$ cat config.mk
export PLATFORM = sky130hd
export DESIGN_NAME = cpu_run_ctrl_flat
export DESIGN_NICKNAME = d
export VERILOG_FILES = /design/src/rtl/cpu_run_ctrl_if.sv /design/src/rtl/cpu_run_ctrl.sv /design/src/flat_wrapper.sv
export SDC_FILE = /design/constraint.sdc
export NUM_CORES = 1
export LEC_CHECK = 0
export CORE_AREA = 2 2 110 112
export CTS_CLUSTER_DIAMETER = 30
export DETAILED_ROUTE_END_ITERATION = 16
export DIE_AREA = 0 0 112 114
export PLACE_DENSITY_LB_ADDON = 0.2
export REMOVE_ABC_BUFFERS = 1
export SYNTH_ARGS = -nofsm -noshare
export SYNTH_HDL_FRONTEND = slang
export SYNTH_SLANG_ARGS = --single-unit
$ cat constraint.sdc
create_clock -name clk -period 2.6 [get_ports clk]
set_input_delay 0.78 -clock clk [delete_from_list [all_inputs] [get_ports clk]]
set_output_delay 0.78 -clock clk [all_outputs]
set_load 0.02 [all_outputs]
$ cat src/rtl/cpu_run_ctrl_if.sv
// Host loader/debug access channel into the run controller: level request,
// one-cycle acknowledge strobe carrying read data.
interface cpu_run_ctrl_if #(
    parameter int ADDR_LEN = 14
);
    logic                host_req;
    logic                host_we;
    logic [ADDR_LEN-1:0] host_addr;
    logic [31:0]         host_wdata;
    logic                host_ack;
    logic [31:0]         host_rdata;

    modport master (
        output host_req, host_we, host_addr, host_wdata,
        input  host_ack, host_rdata
    );

    modport slave (
        input  host_req, host_we, host_addr, host_wdata,
        output host_ack, host_rdata
    );
endinterface

$ cat src/rtl/cpu_run_ctrl.sv
// Run controller for the single-port-RAM CPU: owns the RAM port mux, services host
// loads/readback, runs the CPU until halt/timeout/abort. Optional macro: BREAKPOINT_EN.
module cpu_run_ctrl #(
    parameter int ADDR_LEN   = 14,
    parameter int HALT_CNT   = 8,
    parameter int CYC_W      = 24,
    parameter int MAX_CYCLES = 1000000
) (
    input  logic                clk,
    input  logic                rst,
    cpu_run_ctrl_if.slave       host,
    input  logic                start,
    input  logic                abort,
    output logic                busy,
    output logic                done,
    output logic                timeout,
    output logic [CYC_W-1:0]    cycle_count,
    output logic                cpu_rst,
    input  logic                cpu_wrEn,
    input  logic [ADDR_LEN-1:0] cpu_addr,
    input  logic [31:0]         cpu_wdata,
    input  logic [ADDR_LEN-1:0] cpu_pc,
    output logic [31:0]         cpu_rdata,
    output logic                ram_wrEn,
    output logic [ADDR_LEN-1:0] ram_addr,
    output logic [31:0]         ram_wdata,
    input  logic [31:0]         ram_rdata
`ifdef BREAKPOINT_EN
    ,
    input  logic                bp_en,
    input  logic [ADDR_LEN-1:0] bp_addr,
    output logic                bp_hit
`endif
);

    localparam int               HC_W      = $clog2(HALT_CNT + 1);
    localparam logic [HC_W-1:0]  HALT_LAST = HC_W'(HALT_CNT - 1);
    localparam logic [CYC_W-1:0] CYC_LAST  = CYC_W'(MAX_CYCLES - 1);

    typedef enum logic [2:0] {
        S_IDLE,
        S_HACC,
        S_ACK,
        S_RUN,
        S_STOP
    } state_t;

    state_t              state_q;
    logic                cpu_rst_q;
    logic                busy_q;
    logic                done_q;
    logic                ack_q;
    logic                timeout_q;
    logic [CYC_W-1:0]    cyc_q;
    logic [CYC_W-1:0]    cyc_d;
    logic [HC_W-1:0]     halt_q;
    logic [HC_W-1:0]     halt_d;
    logic [ADDR_LEN-1:0] prev_pc_q;

    logic pc_same;
    logic halt_end;
    logic cyc_end;
    logic bp_stop;

    function automatic logic [CYC_W-1:0] sat_inc(input logic [CYC_W-1:0] v);
        return (&v) ? v : v + CYC_W'(1);
    endfunction

    assign pc_same  = (cpu_pc == prev_pc_q);
    assign halt_end = pc_same && (halt_q == HALT_LAST);
    assign cyc_end  = (cyc_q == CYC_LAST);
    assign cyc_d    = sat_inc(cyc_q);
    assign halt_d   = pc_same ? halt_q + HC_W'(1) : '0;

`ifdef BREAKPOINT_EN
    logic bp_hit_q;
    assign bp_stop = bp_en && (cpu_pc == bp_addr);
    assign bp_hit  = bp_hit_q;
`else
    assign bp_stop = 1'b0;
`endif

    always_ff @(posedge clk or negedge rst) begin
        if (!rst) begin
            state_q   <= S_IDLE;
            cpu_rst_q <= 1'b1;
            busy_q    <= 1'b0;
            done_q    <= 1'b0;
            ack_q     <= 1'b0;
            timeout_q <= 1'b0;
            cyc_q     <= '0;
            halt_q    <= '0;
            prev_pc_q <= '0;
`ifdef BREAKPOINT_EN
            bp_hit_q  <= 1'b0;
`endif
        end else begin
            done_q <= 1'b0;
            ack_q  <= 1'b0;
            case (state_q)
                S_IDLE: begin
                    cpu_rst_q <= 1'b1;
                    busy_q    <= 1'b0;
                    // Host access wins so a loader is never starved by a held start.
                    if (host.host_req) begin
                        state_q <= S_HACC;
                    end else if (start) begin
                        state_q   <= S_RUN;
                        cpu_rst_q <= 1'b0;
                        busy_q    <= 1'b1;
                        cyc_q     <= '0;
                        halt_q    <= '0;
                        timeout_q <= 1'b0;
`ifdef BREAKPOINT_EN
                        bp_hit_q  <= 1'b0;
`endif
                    end
                end
                S_HACC: begin
                    state_q <= S_ACK;
                    ack_q   <= 1'b1;
                end
                S_ACK: begin
                    state_q <= S_IDLE;
                end
                S_RUN: begin
                    cyc_q     <= cyc_d;
                    prev_pc_q <= cpu_pc;
                    halt_q    <= halt_d;
                    if (abort || bp_stop || cyc_end || halt_end) begin
                        state_q   <= S_STOP;
                        cpu_rst_q <= 1'b1;
                        busy_q    <= 1'b0;
                        done_q    <= 1'b1;
                    end
                    // Only the highest-priority stop cause is recorded.
                    if (!abort) begin
                        if (bp_stop) begin
`ifdef BREAKPOINT_EN
                            bp_hit_q <= 1'b1;
`endif
                        end else if (cyc_end) begin
                            timeout_q <= 1'b1;
                        end
                    end
                end
                S_STOP: begin
                    state_q <= S_IDLE;
                end
                default: begin
                    state_q   <= S_IDLE;
                    cpu_rst_q <= 1'b1;
                    busy_q    <= 1'b0;
                end
            endcase
        end
    end

    always_comb begin
        ram_wrEn  = 1'b0;
        ram_addr  = host.host_addr;
        ram_wdata = '0;
        case (state_q)
            S_RUN: begin
                ram_wrEn  = cpu_wrEn;
                ram_addr  = cpu_addr;
                ram_wdata = cpu_wdata;
            end
            S_HACC: begin
                ram_wrEn  = host.host_we;
                ram_addr  = host.host_addr;
                ram_wdata = host.host_wdata;
            end
            default: ;
        endcase
    end

    assign cpu_rdata       = ram_rdata;
    assign host.host_rdata = ram_rdata;
    assign host.host_ack   = ack_q;
    assign busy            = busy_q;
    assign done            = done_q;
    assign timeout         = timeout_q;
    assign cycle_count     = cyc_q;
    assign cpu_rst         = cpu_rst_q;

endmodule

$ cat src/flat_wrapper.sv
// flat-port wrapper written by rule: the top's interface ports become plain ports
module cpu_run_ctrl_flat 
#(
    parameter int ADDR_LEN   = 14,
    parameter int HALT_CNT   = 8,
    parameter int CYC_W      = 24,
    parameter int MAX_CYCLES = 1000000
)
  (clk, rst, start, abort, busy, done, timeout, cycle_count, cpu_rst, cpu_wrEn, cpu_addr, cpu_wdata, cpu_pc, cpu_rdata, ram_wrEn, ram_addr, ram_wdata, ram_rdata, host_host_req, host_host_we, host_host_addr, host_host_wdata, host_host_ack, host_host_rdata);
  cpu_run_ctrl_if #(.ADDR_LEN(ADDR_LEN)) host_i ();
  input  logic clk;
  input  logic rst;
  input  logic start;
  input  logic abort;
  output logic busy;
  output logic done;
  output logic timeout;
  output logic [CYC_W-1:0] cycle_count;
  output logic cpu_rst;
  input  logic cpu_wrEn;
  input  logic [ADDR_LEN-1:0] cpu_addr;
  input  logic [31:0] cpu_wdata;
  input  logic [ADDR_LEN-1:0] cpu_pc;
  output logic [31:0] cpu_rdata;
  output logic ram_wrEn;
  output logic [ADDR_LEN-1:0] ram_addr;
  output logic [31:0] ram_wdata;
  input  logic [31:0] ram_rdata;
  input wire logic [$bits(host_i.host_req)-1:0] host_host_req;
  input wire logic [$bits(host_i.host_we)-1:0] host_host_we;
  input wire logic [$bits(host_i.host_addr)-1:0] host_host_addr;
  input wire logic [$bits(host_i.host_wdata)-1:0] host_host_wdata;
  output wire logic [$bits(host_i.host_ack)-1:0] host_host_ack;
  output wire logic [$bits(host_i.host_rdata)-1:0] host_host_rdata;
  assign host_i.host_req = host_host_req;
  assign host_i.host_we = host_host_we;
  assign host_i.host_addr = host_host_addr;
  assign host_i.host_wdata = host_host_wdata;
  assign host_host_ack = host_i.host_ack;
  assign host_host_rdata = host_i.host_rdata;
  cpu_run_ctrl #(.ADDR_LEN(ADDR_LEN), .HALT_CNT(HALT_CNT), .CYC_W(CYC_W), .MAX_CYCLES(MAX_CYCLES)) u_core (.clk(clk), .rst(rst), .host(host_i), .start(start), .abort(abort), .busy(busy), .done(done), .timeout(timeout), .cycle_count(cycle_count), .cpu_rst(cpu_rst), .cpu_wrEn(cpu_wrEn), .cpu_addr(cpu_addr), .cpu_wdata(cpu_wdata), .cpu_pc(cpu_pc), .cpu_rdata(cpu_rdata), .ram_wrEn(ram_wrEn), .ram_addr(ram_addr), .ram_wdata(ram_wdata), .ram_rdata(ram_rdata));
endmodule
## Word-level counts from Yosys, hierarchy flattened

Index checks and enable logic that the tools add are counted.

| cells by class | value |
|---|---|
| multiplexer cells | 31 |
| add/subtract/negate cells | 2 |
| bitwise operators | 1 |
| equality and inequality tests | 14 |
| reduce and logical (&&, ||, !) cells | 12 |

Operators with widths:

| cell | number |
|---|---|
| two-way mux 24 bit | 3 |
| one-hot mux 32 bit (2 select lines) | 1 |
| one-hot mux 24 bit (2 select lines) | 1 |
| adder 24 x 1 -> 24 bit (second input constant) | 1 |
| == test 24 x 20 -> 1 bit (second input constant) | 1 |
| AND reduction 24 bit | 1 |
| == test 14 bit | 1 |
| two-way mux 14 bit | 1 |
| two-way mux 1 bit | 13 |
| two-way mux 4 bit | 3 |
| two-way mux 3 bit | 3 |
| one-hot mux 3 bit (3 select lines) | 1 |
| inequality test 2 bit (second input constant) | 4 |
| one-hot mux 4 bit (2 select lines) | 1 |
| == test 3 x 2 -> 1 bit (second input constant) | 2 |
| one-hot mux 1 bit (3 select lines) | 2 |
| AND reduction 5 bit | 1 |
| adder 4 x 1 -> 4 bit (second input constant) | 1 |
| == test 4 x 3 -> 1 bit (second input constant) | 1 |
| inequality test 2 x 1 -> 1 bit (second input constant) | 2 |
| one-hot mux 1 bit (2 select lines) | 2 |
| AND reduction 2 bit | 2 |
| AND reduction 4 bit | 1 |
| == test 3 x 1 -> 1 bit (second input constant) | 1 |
| other kinds (9) | 10 |

| storage, ports and cells | value |
|---|---|
| register bits | 50 |
| output and inout port bits | 140 |
| input port bits | 145 |
| logic and storage cells | 69 |

## Longest topological paths before layout

| logic depth | value |
|---|---|
| word-level depth | 5 |
| mapped depth | 7 |

## Least setup slack after synthesis

OpenSTA, ideal clock, no wires.

| timing path | value |
|---|---|
| path kind | flip-flop to output port |
| from | register u_core.state_q[1] |
| to | output ram_addr[10] |
| arrival | 1.605 ns |
| cell stages (with the launch flop) | 8 |
| required time | 1.820 ns |
| path slack | 0.215 ns |
| cells stage by stage | dfrtp_1 > buf_2 > and3b_1 > buf_2 > buf_1 > buf_1 > nand2_1 > nand2_1 |

| between the ends | value |
|---|---|
| cells in the longest elaborated chain, start to end | 2 |

Ends and longest elaborated chain:

| element | RTL line | RTL |
|---|---|---|
| from (decl) | cpu_run_ctrl.sv:48 | `state_t state_q;` |
| from (signal assigned) | cpu_run_ctrl.sv:85 | `state_q <= S_IDLE;` |
| from (signal assigned) | cpu_run_ctrl.sv:106 | `state_q <= S_HACC;` |
| from (signal assigned) | cpu_run_ctrl.sv:108 | `state_q <= S_RUN;` |
| == test 3 x 2 -> 1 bit | cpu_run_ctrl.sv:163 | `case (state_q)` |
| two-way mux 14 bit | cpu_run_ctrl.sv:163 |  |
| to (decl) | flat_wrapper.sv:26 | `output logic [ADDR_LEN-1:0] ram_addr;` |

No other way between the ends.

## Worst setup path after layout

| timing path | value |
|---|---|
| from | register u_core.state_q[2] |
| to | output ram_wdata[17] |

| between the ends | value |
|---|---|
| cells in the longest elaborated chain, start to end | 2 |

Ends and longest elaborated chain:

| element | RTL line | RTL |
|---|---|---|
| == test 3 x 1 -> 1 bit / == test 3 x 2 -> 1 bit (equally long branches) | cpu_run_ctrl.sv:163 |  |
| one-hot mux 32 bit (2 select lines) * | cpu_run_ctrl.sv:163 |  |
| to (decl) | flat_wrapper.sv:27 | `output logic [31:0] ram_wdata;` |

Mark *: on every way between the ends. The rest lies on a longest branch, timed or not.

==> impl_metrics.tcl <==
set metrics [dict create \
    outcome "completed" \
    power_density_nw_per_um2 829 \
    period_minus_slack_ns 2.57 \
    grt_antenna_before_repair 0 \
    drc 0 \
    netlist_instances 445 \
    placement.io_buffers 188 \
    multi_input_area_um2 1800 \
    numCtsBuffers 5 \
    synth_seq_cells 50 \
    skew_ns 0.00663 \
    switching_share_pct 43.6 \
    cap_violations 0 \
    clock-root-buffer "clkbuf_16" \
    diodes 0 \
    cts_tree "built" \
    finalPower_mw 4.46 \
    drt-total-wl_um 14500 \
    syn_area_per_cell_um2 8.19 \
    synth-async-reset-ratio_pct 100 \
    gp_congestion 0.872 \
    clkSinkCount 50 \
    synth_flop_cell "dfrtp_1" \
    nets 717 \
    die_w_um 112 \
    ir_worst_vdd_v 0.000334 \
    clockPowerShare_pct 15.1 \
    clock_latency_ns 0.29 \
    tightest_slew_ns 0.602 \
    synth_cell_types 51 \
    synth.most_common_cell "nand2_1" \
    p_int_mw 2.52 \
    n_fill_cell 1203 \
    r2r_start "u_core.cycle_count[0]$_DFFE_PN0P_" \
    cp_data_required_time_ns 1.82 \
    initial_core_util_pct 31.1 \
    grt_pass1_vias 3669 \
    synth_area_leaders "dfrtp_1 (34%), buf_4 (13%), nand2_1 (12%), a22o_1 (8.2%), xnor2_1 (3.4%)" \
    die_y_um 114 \
    end_kind "output port" \
    synth_top_cell_by_area "dfrtp_1" \
    slew_headroom_pct 59.7 \
    drt-initial-drc-count 239 \
    startpoint "u_core.state_q[2]$_DFFE_PN0P_" \
    synth-seq-area-share_pct 34.4 \
    grt_pass1_wl_um 21300 \
    syn2layout_area_growth_pct 47.6 \
    pin_count 285 \
    placementRows 40 \
    leakage_nw 2.41 \
    seq_area_um2 1250 \
    vias 3764 \
    wl_per_cell_um 20.2 \
    power.switching_mw 1.94 \
    holdCritPathClass "input port to async pin" \
    final_max_slew_viol_count 0 \
    hold_ws_ns 0.412 \
    startpoint_type "register" \
    arrival_ns 1.79 \
    grt.total_usage_pct 22.1 \
    syn_area_um2 3650 \
    fmax_mhz 389 \
    first_pass_iters 5 \
    cp_max_fo 34 \
    cts-htree-levels 2 \
    drive_gt1_share_pct 9.81 \
    clk_pin_slew_ns 0.07 \
    viasPerCell 5.24 \
    pwr-share-seq_pct 26.9 \
    worstSetupPathType "register to output port" \
    post-route-period-util_pct 98.9 \
    antenna_left 0 \
    synth-edff-count 0 \
    clockBufferDepth 2 \
    tns_ns 0 \
    synthTopCellsByCount "nand2_1 (112), buf_4 (64), dfrtp_1 (49), a22o_1 (34), nand3_1 (18)" \
    final_util_pct 45.9 \
    hold_viol 0 \
    ys_warn_count 0 \
    die_area_um2 12800 \
    grt_max_degree 35 \
    yosysTopAreaCellShare_pct 33.6 \
    hpwl_um 11700 \
    setup_viol 0 \
    coreArea_um2 11700 \
    comb_power_share_pct 58.1 \
    grt_overflow_total 0 \
]
worst max-delay path: stages, from the launching register on:
cell	delay (ns)
dfrtp_2	0.44
nand2b_1	0.18
nor2_2	0.15
buf_12	0.21
a22o_1	0.32
buf_4	0.20
power groups by stage:
stage	combinational, mW	sequential (mW)	clock, mW
finish	2.59	1.20	0.672
global route	2.79	1.23	0.716
CTS	2.58	1.20	0.690
detailed placement	2.70	1.21	0
global placement	2.68	1.20	0
floorplan	1.27	1.26	0
routing by layer:
metal,up-vias,part of all wire [%],track usage [%]
li1,1749,-,-
met4,0,1.2,4.80
met2,243,42,30.7
met3,11,14,12.4
met5,-,0,5.49
met1,1761,43,29.4
worst paths after layout:
path	to	slack [ns]	cells past startpoint
worst max-delay path	ram_wdata[17]	0.03	5
worst min-delay path	u_core.prev_pc_q[12]$_DFFE_PN0P_	0.41	1
worst max register to register	u_core.cycle_count[4]$_DFFE_PN0P_	0.40	6
worst min register to register	u_core.prev_pc_q[0]$_DFFE_PN0P_	0.50	2
max in group asynchronous	u_core.cpu_rst$_DFFE_PN1P_	1.64	2
min in group clk	u_core.prev_pc_q[0]$_DFFE_PN0P_	0.50	2
registers in the layout (all words and copies together), names as in the netlist:
name,count
u_core.host.host_ack,1
u_core.busy,1
u_core.done,1
u_core.halt_q,4
u_core.timeout,1
u_core.cycle_count,24
u_core.prev_pc_q,14
u_core.state_q,3
u_core.cpu_rst,1
metrics by stage:
stage	std cells	area [um2]	worst slack [ns]
final	718	5380	0.0291
after global routing	718	5380	-0.00166
after CTS	717	5360	0.0126
after detailed placement	709	5250	-0.193
after global placement	709	5250	-0.197
after floorplan	359	3060	-0.378
cells by family after synthesis:
family	Yosys count	synth area share (%)
flops	50	34.4
mux	3	0.824
compound gates	86	17.9
fa+ha+maj	2	0.686
buf+inv	91	16.7
simple gates	199	26.1
xor+xnor	14	3.36
cell usage in the layout, fill, tap and decap left out, drive strengths merged, types with 12 or more instances in the layout:
| cell | n |
|---|---|
| o21ai | 12 |
| dlygate4sd2 | 18 |
| a22o | 34 |
| clkdlybuf4s50 | 140 |
| nand2 | 112 |
| xnor2 | 14 |
| clkdlybuf4s15 | 12 |
| nand4 | 14 |
| dfrtp | 49 |
| nor2 | 14 |
| buf | 31 |
| nand3 | 18 |
area by class of cell:
class / instances / share of cell area, %
Timing Repair Buffer: 204 / 36.8
Multi-Input combinational cell: 304 / 33.4
Sequential cell: 50 / 23.3
Tap cell: 147 / 3.42
Clock buffer: 7 / 2.65
Inverter: 5 / 0.349
Clock inverter: 1 / 0.0930
timing repair:
item,in CTS,in global routing
buffers inserted,0,1
hold buffers,0,0
setup endpoints to repair,34,21
resized for setup,35,20
pin swaps,0,0
No activity file was read; power rests on OpenSTA's default activity.
